===== config.mk =====
export PLATFORM = sky130hd
export DESIGN_NAME = fmlbrg_cachectl
export DESIGN_NICKNAME = d
export VERILOG_FILES = /design/src/rtl/fmlbrg_cachectl.sv
export SDC_FILE = /design/constraint.sdc
export NUM_CORES = 1
export LEC_CHECK = 0
export ABC_AREA = 1
export CAP_MARGIN = 20
export CORE_MARGIN = 10
export CORE_UTILIZATION = 44
export CTS_CLUSTER_SIZE = 28
export DETAILED_ROUTE_END_ITERATION = 16
export HOLD_SLACK_MARGIN = 0.12
export PLACE_DENSITY_LB_ADDON = 0.15
export SYNTH_ARGS = -nofsm -noshare
export SYNTH_HDL_FRONTEND = slang
export SYNTH_SLANG_ARGS = --single-unit

===== constraint.sdc =====
create_clock -name sys_clk -period 3.5 [get_ports sys_clk]
set_input_delay 0.35 -clock sys_clk [delete_from_list [all_inputs] [get_ports sys_clk]]
set_output_delay 0.35 -clock sys_clk [all_outputs]
set_load 0.02 [all_outputs]

===== src/rtl/fmlbrg_cachectl.sv =====
// Direct-mapped write-back cache controller for the FML bridge: hit/miss decision,
// 4-beat evict/refill burst sequencing, tag memory updates and requester ack.
module fmlbrg_cachectl #(
  parameter int adr_width   = 26,
  parameter int cache_depth = 9
) (
  input  logic                               sys_clk,
  input  logic                               sys_rst,
  input  logic                               req_stb,
  input  logic                               req_we,
  input  logic [adr_width-1:0]               req_adr,
  output logic                               ack,
  output logic [cache_depth-1:0]             tag_a,
  output logic                               tag_we,
  output logic [adr_width-cache_depth-5+1:0] tag_di,
  input  logic [adr_width-cache_depth-5+1:0] tag_do,
  output logic [adr_width-1:0]               fml_adr,
  output logic                               fml_stb,
  output logic                               fml_we,
  input  logic                               fml_ack,
  output logic                               evict_en,
  output logic                               refill_en,
  output logic [1:0]                         beat
);
  localparam int TW = adr_width - cache_depth - 5;

  typedef enum logic [2:0] {IDLE, TEST, EVICT, REFILL, WRTAG} state_t;

  state_t                     state, state_n;
  logic [adr_width-6:0]       lat_adr;   // latched line address (byte offset dropped)
  logic                       we_q;
  logic [TW-1:0]              evict_tag;
  logic                       bursting;
  logic [1:0]                 beat_q;
  logic                       ack_q;

  logic [cache_depth-1:0]     idx_q;
  logic [TW-1:0]              tag_q;
  logic                       tag_v, tag_d, hit;
  logic [TW-1:0]              tag_t;
  logic                       burst_st, beat_en, burst_done, accept;
  logic                       unused_ok;

  assign unused_ok  = ^req_adr[4:0];

  assign idx_q      = lat_adr[cache_depth-1:0];
  assign tag_q      = lat_adr[adr_width-6:cache_depth];
  assign tag_v      = tag_do[TW+1];
  assign tag_d      = tag_do[TW];
  assign tag_t      = tag_do[TW-1:0];
  assign hit        = tag_v && (tag_t == tag_q);

  // Beat 0 coincides with the fml_ack cycle; beats 1..3 follow from the counter.
  assign burst_st   = (state == EVICT) || (state == REFILL);
  assign beat_en    = burst_st && (bursting || fml_ack);
  assign burst_done = bursting && (beat_q == 2'd3);
  assign accept     = (state == IDLE) && req_stb && !ack_q;

  always_ff @(posedge sys_clk or posedge sys_rst) begin
    if (sys_rst) begin
      state     <= IDLE;
      lat_adr   <= '0;
      we_q      <= 1'b0;
      evict_tag <= '0;
      bursting  <= 1'b0;
      beat_q    <= 2'd0;
      ack_q     <= 1'b0;
    end else begin
      state <= state_n;
      ack_q <= (state == TEST) && hit;
      if (accept) begin
        lat_adr <= req_adr[adr_width-1:5];
        we_q    <= req_we;
      end
      if (state == TEST) evict_tag <= tag_t;
      if (burst_st) begin
        if (!bursting) begin
          if (fml_ack) begin
            bursting <= 1'b1;
            beat_q   <= 2'd1;
          end
        end else if (beat_q == 2'd3) begin
          bursting <= 1'b0;
          beat_q   <= 2'd0;
        end else begin
          beat_q <= beat_q + 2'd1;
        end
      end
    end
  end

  always_comb begin
    state_n = state;
    tag_we  = 1'b0;
    tag_di  = {2'b10, tag_q};
    case (state)
      IDLE:   if (accept) state_n = TEST;
      TEST: begin
        if (hit) begin
          state_n = IDLE;
          if (we_q) begin
            tag_we = 1'b1;
            tag_di = {2'b11, tag_q};
          end
        end else if (tag_v && tag_d) begin
          state_n = EVICT;
        end else begin
          state_n = REFILL;
        end
      end
      EVICT:  if (burst_done) state_n = REFILL;
      REFILL: if (burst_done) state_n = WRTAG;
      WRTAG: begin
        tag_we  = 1'b1;
        tag_di  = {2'b10, tag_q};
        state_n = TEST;
      end
      default: state_n = IDLE;
    endcase
  end

  assign ack       = ack_q;
  assign tag_a     = (state == IDLE) ? req_adr[cache_depth+4:5] : idx_q;
  assign fml_stb   = burst_st && !bursting;
  assign fml_we    = (state == EVICT);
  assign fml_adr   = (state == EVICT) ? {evict_tag, idx_q, 5'b0} : {tag_q, idx_q, 5'b0};
  assign evict_en  = (state == EVICT) && beat_en;
  assign refill_en = (state == REFILL) && beat_en;
  assign beat      = beat_q;
endmodule

# Yosys cells after proc, flatten, opt, wreduce, memory -nomap -nowiden
# Cells that the tools add are included.
# Widths: inputs -> output; s select.
[word_totals] out_inout_bits=57 in_bits=45 latchBits=0 register_bits=41 n_memories=0 mem_bits_ro=0 elab_cells=55 ramBits=0
[classes] n_eq_ne=9 magnitude_cmp=0 n_reduce_logical=18 n_bitwise=0 n_mul=0 n_div=0 shifts=0 mux=20 n_addsub=1
[ops] cell="$mux 13" count=3
[ops] cell="$mux 26" count=1
[ops] cell="$pmux 3 s5" count=1
[ops] cell="$eq 12x12->1" count=1
[ops] cell="$logic_and 1x1->1" count=10
[ops] cell="$mux 3" count=3
[ops] cell="$mux 9" count=1
[ops] cell="$mux 2" count=4
[ops] cell="$eq 3x2->1 const B" count=2
[ops] cell="$mux 1" count=6
[ops] cell="$ne 2x2->1 const B" count=2
[ops] cell="$eq 3x1->1 const B" count=1
[ops] cell="$eq 3x3->1 const B" count=1
[ops] cell="$logic_not 3->1" count=1
[ops] cell="$reduce_and 3->1" count=1
[ops] cell="$add 2x1->2 const B" count=1
[ops] cell="$eq 2x2->1 const B" count=1
[ops] cell="$logic_not 1->1" count=2
[ops] cell="$logic_or 1x1->1" count=2
[ops] cell="$ne 2x1->1 const B" count=1
[ops] cell="$pmux 1 s2" count=1
[ops] cell="$reduce_and 2->1" count=1
[ops] cell="$reduce_bool 2->1" count=1

# Logic depth before layout (Yosys ltp)
[depth] depth_word=5 mapped_depth=11 mapped_depth_nobuf=11

# Least setup slack after synthesis
# OpenSTA, ideal clock, no wires.
[synth_path] path_kind="register to output" start="reg state[1]" end="out tag_a[0]" t_arrival_ps=1444 path_stages_with_launch=6 required_ps=3150 slack_ps=1706 cell_sequence="dfrtp_1 nor2_1 nand2_1 buf_4 clkbuf_2 o21ai_0"
[synth_between] elab_chain_len=2
[synth_lines] item="start, declared" line_no="29" rtl="state_t state, state_n;"
[synth_lines] item="start signal, assigned" line_no="69" rtl="state <= state_n;"
[synth_lines] item="$logic_not 3->1" line_no="123" rtl="assign tag_a = (state == IDLE) ? req_adr[cache_depth+4:5] : idx_q;"
[synth_lines] item="$mux 9" line_no="123"
[synth_lines] item="end, declared" line_no="13" rtl="output logic [cache_depth-1:0] tag_a,"
# Every way passes these cells.

# Worst setup path after layout
[layout_path] start="reg state[2]" end="out tag_we"
[layout_between] elab_chain_len=2 word_cells_on_any_way=3 classes_between="eq/ne (2); mux (1)"
[layout_lines] item="$eq 3x3->1 or $eq 3x1->1 (tied branches)" line_no="96" rtl="case (state)"
[layout_lines] item="$pmux 1 s2 *" line_no="96"
[layout_lines] item="end, declared" line_no="14" rtl="output logic tag_we,"
# Every way passes the cells marked *; elsewhere a longest branch is shown, timed or not.

==> flow_summary_export.csv <==
group,metric,value,unit
synth,synth.area.top_cells,"dfrtp_1, nand2_1, o21ai_0",
layout,synthToLayoutAreaGrowth,46.76,%
clocking,cts_hold_buf,0,
power,power.switching,0.001462,W
place,dp_hpwl,4.637,mm
synth,synthSimpleGateAreaFrac,0.2503,
sta,finalSetupViolCount,0,
place,place_area,3097,um2
setup_path,reg2reg_from,"state[1]",
synth,yosysMostFrequentCell,"nand2_1",
drt,drtPass1Iterations,4,
layout,fillers,424,
place,dp_slack,0.7850,ns
synth,syn_inst,301,
sta,tightest_slew,0.6213,ns
setup_path,crit_type,"register to output pin",
sta,fin_ws,0.6107,ns
synth,yosysWarnings,0,
sta,max-slew-margin-rel,0.5848,
global_route,grt_pass1_wl,9.618,mm
drt,viasPerCell,4.536,
clocking,post_cts_buffers,0,
global_route,grt_max_degree,26,
setup_path,worstPathArrival,2.54,ns
layout,drive_gt1_frac,0.03846,
layout,nNetsFinal,435,
run,maxCapViolCount,0,
sta,drv_slew,0,
floorplanning,core,4755,um2
global_route,grt_pass1_vias,2075,
sta,finalSetupTns,0,ns
power,internal_power,0.001709,W
place,dpl.cell_count,449,
setup_path,critPathLaunchType,"register",
synth,netlist.area_leader.share,0.4740,
synth,ys_types,20,
clocking,clockRootBuffer,"clkbuf_8",
drt,ant_nets,0,
synth,synth_top_family_by_area,"simple AND/OR/NAND/NOR gates",
power,power_frac_comb,0.632,
clocking,h-tree-depth,2,
power,powerDensity,998.2,nW/um2
sta,fin_skew,0.002382,ns
global_route,antenna_found_initial,0,
sta,fin_hold_ws,0.3521,ns
setup_path,ff2ff_setup_slack,1.24,ns
sta,hold_viol_final,0,
hold_path,hold_class,"input pin to asynchronous set/reset pin",
sta,finalCriticalPeriod,2.889,ns
clocking,clk_latency,0.29,ns
drt,finalWirelength,5.849,mm
layout,post_layout_nonfiller_instances,457,
floorplanning,start_util,0.4553,
setup_path,required,3.15,ns
power,ir_drop,554.9,uV
floorplanning,die_w,90.14,um
synth,synthMuxAreaShare,0,
synth,netlist_area,2165,um2
power,leakage,1.530,nW
setup_path,cp_max_fo,21,
clocking,clk_pin_slew,0.07,ns
clocking,cts-buffers-inserted,5,
sta,rsz0062_at_grt,"false",
place,io_buffers,90,
synth,synth_xor_area_frac,0.004046,
synth,netlist_top_cells_count,"nand2_1, inv_1, o21ai_0, dfrtp_1, nor2_1",
setup_path,end_kind,"output pin",
drt,drtIter0Drc,102,
synth,seq_area_frac_synth,0.4740,
synth,synth_compound_area_frac,0.1387,
layout,antennaDiodeCount,0,
floorplanning,dieArea,8125,um2
power,swShare,0.4609,
global_route,grt.overflow.total,0,
clocking,cts.repair.resized,0,
outcome,outcome,"finished, final reports clean",
power,clockPowerShare,0.093,
global_route,grtUsageTotal,0.1411,
clocking,cts_max_path_buffers,2,
setup_path,r2r_end,"lat_adr[2]",
power,pwr-share-seq,0.274,
floorplanning,ios,102,
synth,synth_top_area_cell,"dfrtp_1",
drt,routedWlPerCell,12.80,um
floorplanning,die_h,90.14,um
synth,ys_seq_elements,41,
place,gp_congestion,0.8227,
drt,post-route-drc-count,0,
sta,finalCritPeriodShare,0.8255,
synth,avgSynthCellArea,7.191,um2
sta,fmax,346.1,MHz
synth,synth_fa_ha_area_frac,0.005780,
synth,async_flop_share,1.000,
layout,fin_area,3177,um2
drt,via_count,2073,
floorplanning,rows,25,
synth,synth_edf_count,0,
clocking,clkSinkCount,41,
setup_path,reg2reg_depth,7,
synth,ys.flop_type,"dfrtp_1",
clocking,cts_tree,"done",
==> layout by cell type, fill, tap and decap left out <==
| cell | synthesis | final |
|---|---|---|
| inv_2 | 2 | 2 |
| clkdlybuf4s50_1 | 0 | 90 |
| clkinv_1 | 0 | 1 |
| o22ai_1 | 1 | 1 |
| or2_2 | 1 | 1 |
| ha_1 | 1 | 1 |
| o21ai_0 | 44 | 44 |
| a21oi_2 | 1 | 1 |
| o21ai_1 | 13 | 13 |
| clkbuf_1 | 2 | 3 |
| clkbuf_8 | 0 | 5 |
| nor3_4 | 2 | 2 |
| buf_4 | 7 | 3 |
| dfrtp_1 | 41 | 41 |
| nor3_2 | 0 | 1 |
| nand3_1 | 4 | 4 |
| xnor2_1 | 1 | 1 |
| nor2_1 | 17 | 17 |
| conb_1 | 2 | 6 |
| nor3_1 | 2 | 1 |
| inv_1 | 44 | 43 |
| nand2_1 | 109 | 109 |
==> kinds of logic (layout without fill, tap and decap cells) <==
logic type      count (synthesis)  count (layout)
buf+inv                        62             147
flops                          41              41
fa+ha+maj                       1               1
other cells                     2               6
xor+xnor                        1               1
simple gates                  135             135
compound gates                 59              59
==> sequential cells by signal, summed over array words and instances, names as in the netlist <==
signal,cells
ack,1
beat,2
bursting,1
evict_tag,12
lat_adr,21
state,3
we_q,1
==> metal layers <==
metal / GRT usage / up-vias / share of wire
li1: - / 1083 / -
met1: 0.1551 / 927 / 0.42
met2: 0.2403 / 55 / 0.48
met3: 0.06151 / 8 / 0.083
met4: 0.04244 / 0 / 0.014
met5: 0 / - / 0
==> worst max-delay path: stages, from the launching register on <==
cell             delay (ns)
dfrtp_1                0.49
nor3_4                 0.37
inv_1                  0.33
nor2_1                 0.27
nand2_1                0.09
o21ai_0                0.08
clkdlybuf4s50_1        0.62
==> final cells by class <==
type	count	area (um2)	area share
flip-flops and latches	41	1026	0.3230
repair buffers	93	923.4	0.2907
multi-input cells	202	890.9	0.2804
inverters	46	172.7	0.05435
well taps	67	83.83	0.02639
clock buffers	8	80.08	0.02521
==> power groups by stage <==
stage | clock network [W] | logic (W) | registers (W)
6_report | 0.000296 | 0.00201 | 0.000870
4_1_cts | 0.000304 | 0.00204 | 0.000869
5_1_grt | 0.000325 | 0.00221 | 0.000903
2_1_floorplan | 0 | 0.000998 | 0.00100
3_3_place_gp | 0 | 0.00201 | 0.000870
3_5_place_dp | 0 | 0.00203 | 0.000875
==> metrics by stage <==
| step | total power, W | util |
|---|---|---|
| after CTS | 0.003212 | 0.6682 |
| after floorplan | 0.002003 | - |
| after global routing | 0.003438 | 0.6682 |
| after detailed placement | 0.002907 | 0.6513 |
| final | 0.003171 | 0.6682 |
| after global placement | 0.002882 | 0.6513 |
==> worst max path at each step <==
| stage | from | endpoint | cells after the start |
|---|---|---|---|
| finish | state[2] | tag_we | 6 |
| global route | state[2] | tag_we | 6 |
| CTS | state[2] | tag_we | 6 |
| detailed placement | tag_do[2] | tag_we | 12 |
| global placement | tag_do[2] | tag_we | 12 |
| floorplan | state[1] | tag_a[0] | 5 |
Power figures use the tool's default switching activity.
==> RTL change 1: new RTL, same flow settings <==
Change the parameter `adr_width` from 26 to 52.
--- a/src/rtl/fmlbrg_cachectl.sv
+++ b/src/rtl/fmlbrg_cachectl.sv
@@ -3,3 +3,3 @@
 module fmlbrg_cachectl #(
-  parameter int adr_width   = 26,
+  parameter int adr_width   = 52,
   parameter int cache_depth = 9
Ports: changed (resized fml_adr, req_adr, tag_di and tag_do); port bits go from 102 to 206. The function was not compared with the original's and may differ.
==> RTL change 1 against the unedited design <==
Sequential cell count increased by 52; largest cell class unchanged; routed wire length increased to 2.7 times the old value; final area increased by 120%; setup slack got worse by 0.085 ns; total power increased by 130%; non-clock buffer count increased by 108; synthesized area increased by 120%; sequential power increased by 130%; clock power increased by 140%.
==> RTL change 1: results (changes against the unedited design) <==
| Metric | Value |
|---|---|
| Outcome | finished, final reports clean |
| Cell Count, Final, Fillers Out | 996 (+120%) |
| Crit path DAT | 2.62 ns (+0.08 ns) |
| Met1 WL | 6.723 mm (+170%) |
| Inverters | 101 (+120%) |
| GR Util met2 | 0.3136 (+0.07327) |
| Worst-margin pin slew | 0.9383 ns (+0.3170 ns) |
| Total GRT Usage | 0.2012 (+0.06004) |
| Met2 Wirelength | 7.281 mm (+160%) |
| M1 GR Usage | 0.2410 (+0.08582) |
| Max VDD drop | 0.6086 mV (+9.7%) |
| Non-CTS buffers | 201 (+120%) |
| Clock share of power | 0.100 (+0.007) |
| Area of the multi-input gates | 1936 um2 (+120%) |
| Number of distinct standard cells referenced by the synthesized netlist | 23 (+15%) |
| Non-clk buf share | 0.2854 (-0.005309) |
| Layout cells sized above 1 | 0.03372 (-0.004741) |
| Drt pass-1 iters | 5 (+1) |
| Met3 routed wirelength | 1.580 mm (+220%) |
| Pin count of the biggest net entering global routing | 74 (+180%) |
| Placed Cells | 982 (+120%) |
| CTS sink cnt | 93 (+130%) |
| Internal | 3799 uW (+120%) |
| Synth area leaders | dfrtp_1, nand2_1, o21ai_0 |
| Commonest cells post-synth | nand2_1, o21ai_0, inv_1, dfrtp_1, nor2_1 |
| Leakage power | 0.003382 uW (+120%) |
| Worst-Skew Late Latency | 0.37 ns (+0.08 ns) |
| Clock skew | 0.008000 ns (+0.005618 ns) |
-- RTL change 1: path summary, 6_finish.rpt --
path,from,end,depth (start not counted)
worst min register to register,evict_tag[1]$_DFFE_PP0P_,evict_tag[1]$_DFFE_PP0P_,2
min in group asynchronous,sys_rst,evict_tag[27]$_DFFE_PP0P_,2
worst min-delay path,evict_tag[1]$_DFFE_PP0P_,evict_tag[1]$_DFFE_PP0P_,2
max in group asynchronous,sys_rst,lat_adr[33]$_DFFE_PP0P_,3
worst max register to register,state[0]$_DFFE_PP0P_,state[0]$_DFFE_PP0P_,8
worst max-delay path,state[2]$_DFFE_PP0P_,fml_adr[45],7
-- RTL change 1: kinds of logic (layout without fill, tap and decap cells) --
kind of cell	after synthesis	after routing	share of synthesized area
AND/OR/NAND/NOR	309	309	0.2503
buffers and inverters	133	316	0.1121
AO/OA/AOI/OAI	131	131	0.1390
flip-flops	93	93	0.4870
XOR/XNOR	4	4	0.007333
other	2	6	0.001572
adder cells (fa/ha/maj)	1	1	0.002618
==> RTL change 2: new RTL, same settings <==
Made on the original files. Re-encode `state_t` (5 states) as one-hot, 5 bits wide.
--- a/src/rtl/fmlbrg_cachectl.sv
+++ b/src/rtl/fmlbrg_cachectl.sv
@@ -26,3 +26,3 @@
 
-  typedef enum logic [2:0] {IDLE, TEST, EVICT, REFILL, WRTAG} state_t;
+  typedef enum logic [4:0] {IDLE = 5'b00001, TEST = 5'b00010, EVICT = 5'b00100, REFILL = 5'b01000, WRTAG = 5'b10000} state_t;
 
Behaviour: same outputs for any inputs over 10 cycles, from zero or initial values and one cycle with sys_rst high; not proved beyond that.
==> RTL change 2 against the unedited design <==
Combinational power fell by 10%; non-clock buffer count down 1; synthesized area rose by 10%; critical path depth up 4; total power down 5.3%; final area rose by 5.8%; sequential cell count is 2 higher; routed wire length rose by 15%; setup slack improved by 0.23 ns; utilization decreased by 1.8 points; critical path type is now primary input to output port.
==> RTL change 2: results (changes against the unedited design) <==
| Metric | Value |
|---|---|
| Via count | 2289 (+10%) |
| GR Util met2 | 0.2674 (+0.02709) |
| Nets@finish | 466 (+7.1%) |
| Worst hold path class | flip-flop to flip-flop |
| Routability cong. | 0.7721 (-6.2%) |
| DR iter-0 viols | 111 (+8.8%) |
| Area of the multi-input gates | 1016 um2 (+14%) |
| Met3 routed wirelength | 632 um (+30%) |
| Met2 Wirelength | 3.294 mm (+16%) |
| #FFs+latches synth | 43 (+4.9%) |
| Sequential fraction of total cell area | 0.3204 (-0.002529) |
| Non-clk buf share | 0.2724 (-0.01824) |
| HPWL after DPL | 5.161 mm (+11%) |
| Largest registers | lat_adr (21), evict_tag (12), state (5) |
| Outcome | finished, final reports clean |
| DR WL/cell | 13.70 um (+7.0%) |
| WL final | 6.725 mm (+15%) |
| Setup slack, reg-to-reg | 1.49 ns (+0.25 ns) |
| Crit path DAT | 2.31 ns (-0.23 ns) |
| CP max stage delay | 0.65 ns (+0.03 ns) |
| Layout cells sized above 1 | 0.04038 (+0.001919) |
| Clock skew | 0.009921 ns (+0.007539 ns) |
| Met1 WL | 2.700 mm (+10%) |
| Cells after synthesis | 333 (+11%) |
| RR Endpoint | lat_adr[4]$_DFFE_PP0P_ |
| Placed Cells | 483 (+7.6%) |
| Commonest cells post-synth | nand2_1, inv_1, nor2_1, dfrtp_1, o21ai_0 |
| Inverters | 49 (+6.5%) |
| Worst-margin pin slew | 0.9042 ns (+0.2829 ns) |
| Synth area leaders | dfrtp_1, nand2_1, o21ai_0 |
-- RTL change 2: changes by cell type after synthesis, sizes merged, moves of 2 or more --
cell   delta
inv       +2
a21oi    +21
nor2     +32
nand4     +4
o21ai    -18
nand2    -16
nor3      -2
nand3     +5
-- RTL change 2: power breakdown --
part | internal (uW) | switching (uW)
combinational | 768 | 1040
sequential | 726 | 146
clock | 140 | 177
total | 1630 | 1370
-- RTL change 2: tightest hold or removal path: cells and delay by family (launching register included) --
kind	cells	cell delay, ns
flops	1	0.35
simple gates	2	0.11
-- RTL change 2: cell families (layout without fill, tap and decap cells) --
family,after synthesis,count (layout),synth area share
compound gates,63,63,0.1356
xor+xnor,1,1,0.003679
fa+ha+maj,1,1,0.005254
buf+inv,65,149,0.1272
flops,43,43,0.4524
other cells,2,6,0.003154
simple gates,158,158,0.2727
-- RTL change 2: per-stage QoR --
step | util | power (uW) | cell area [um2] | hold slack, ns
2_1_floorplan | - | 1948 | 2396 | 0.4492
3_3_place_gp | 0.6343 | 2674 | 3281 | 0.4630
3_5_place_dp | 0.6343 | 2710 | 3281 | 0.4695
4_1_cts | 0.6500 | 3037 | 3362 | 0.4901
5_1_grt | 0.6500 | 3251 | 3362 | 0.5047
6_report | 0.6500 | 3002 | 3362 | 0.4878
-- RTL change 2: how the worst max path moves through the flow --
stage,startpoint,endpoint,slack (ns),depth (start not counted)
4_1_cts,tag_do[5],tag_we,0.83,10
2_1_floorplan,state[0]$_DFFE_PP1P_,fml_adr[17],1.57,5
6_report,tag_do[1],tag_we,0.84,10
3_3_place_gp,tag_do[1],tag_we,0.87,10
5_1_grt,tag_do[8],tag_we,0.66,10
3_5_place_dp,tag_do[8],tag_we,0.88,10
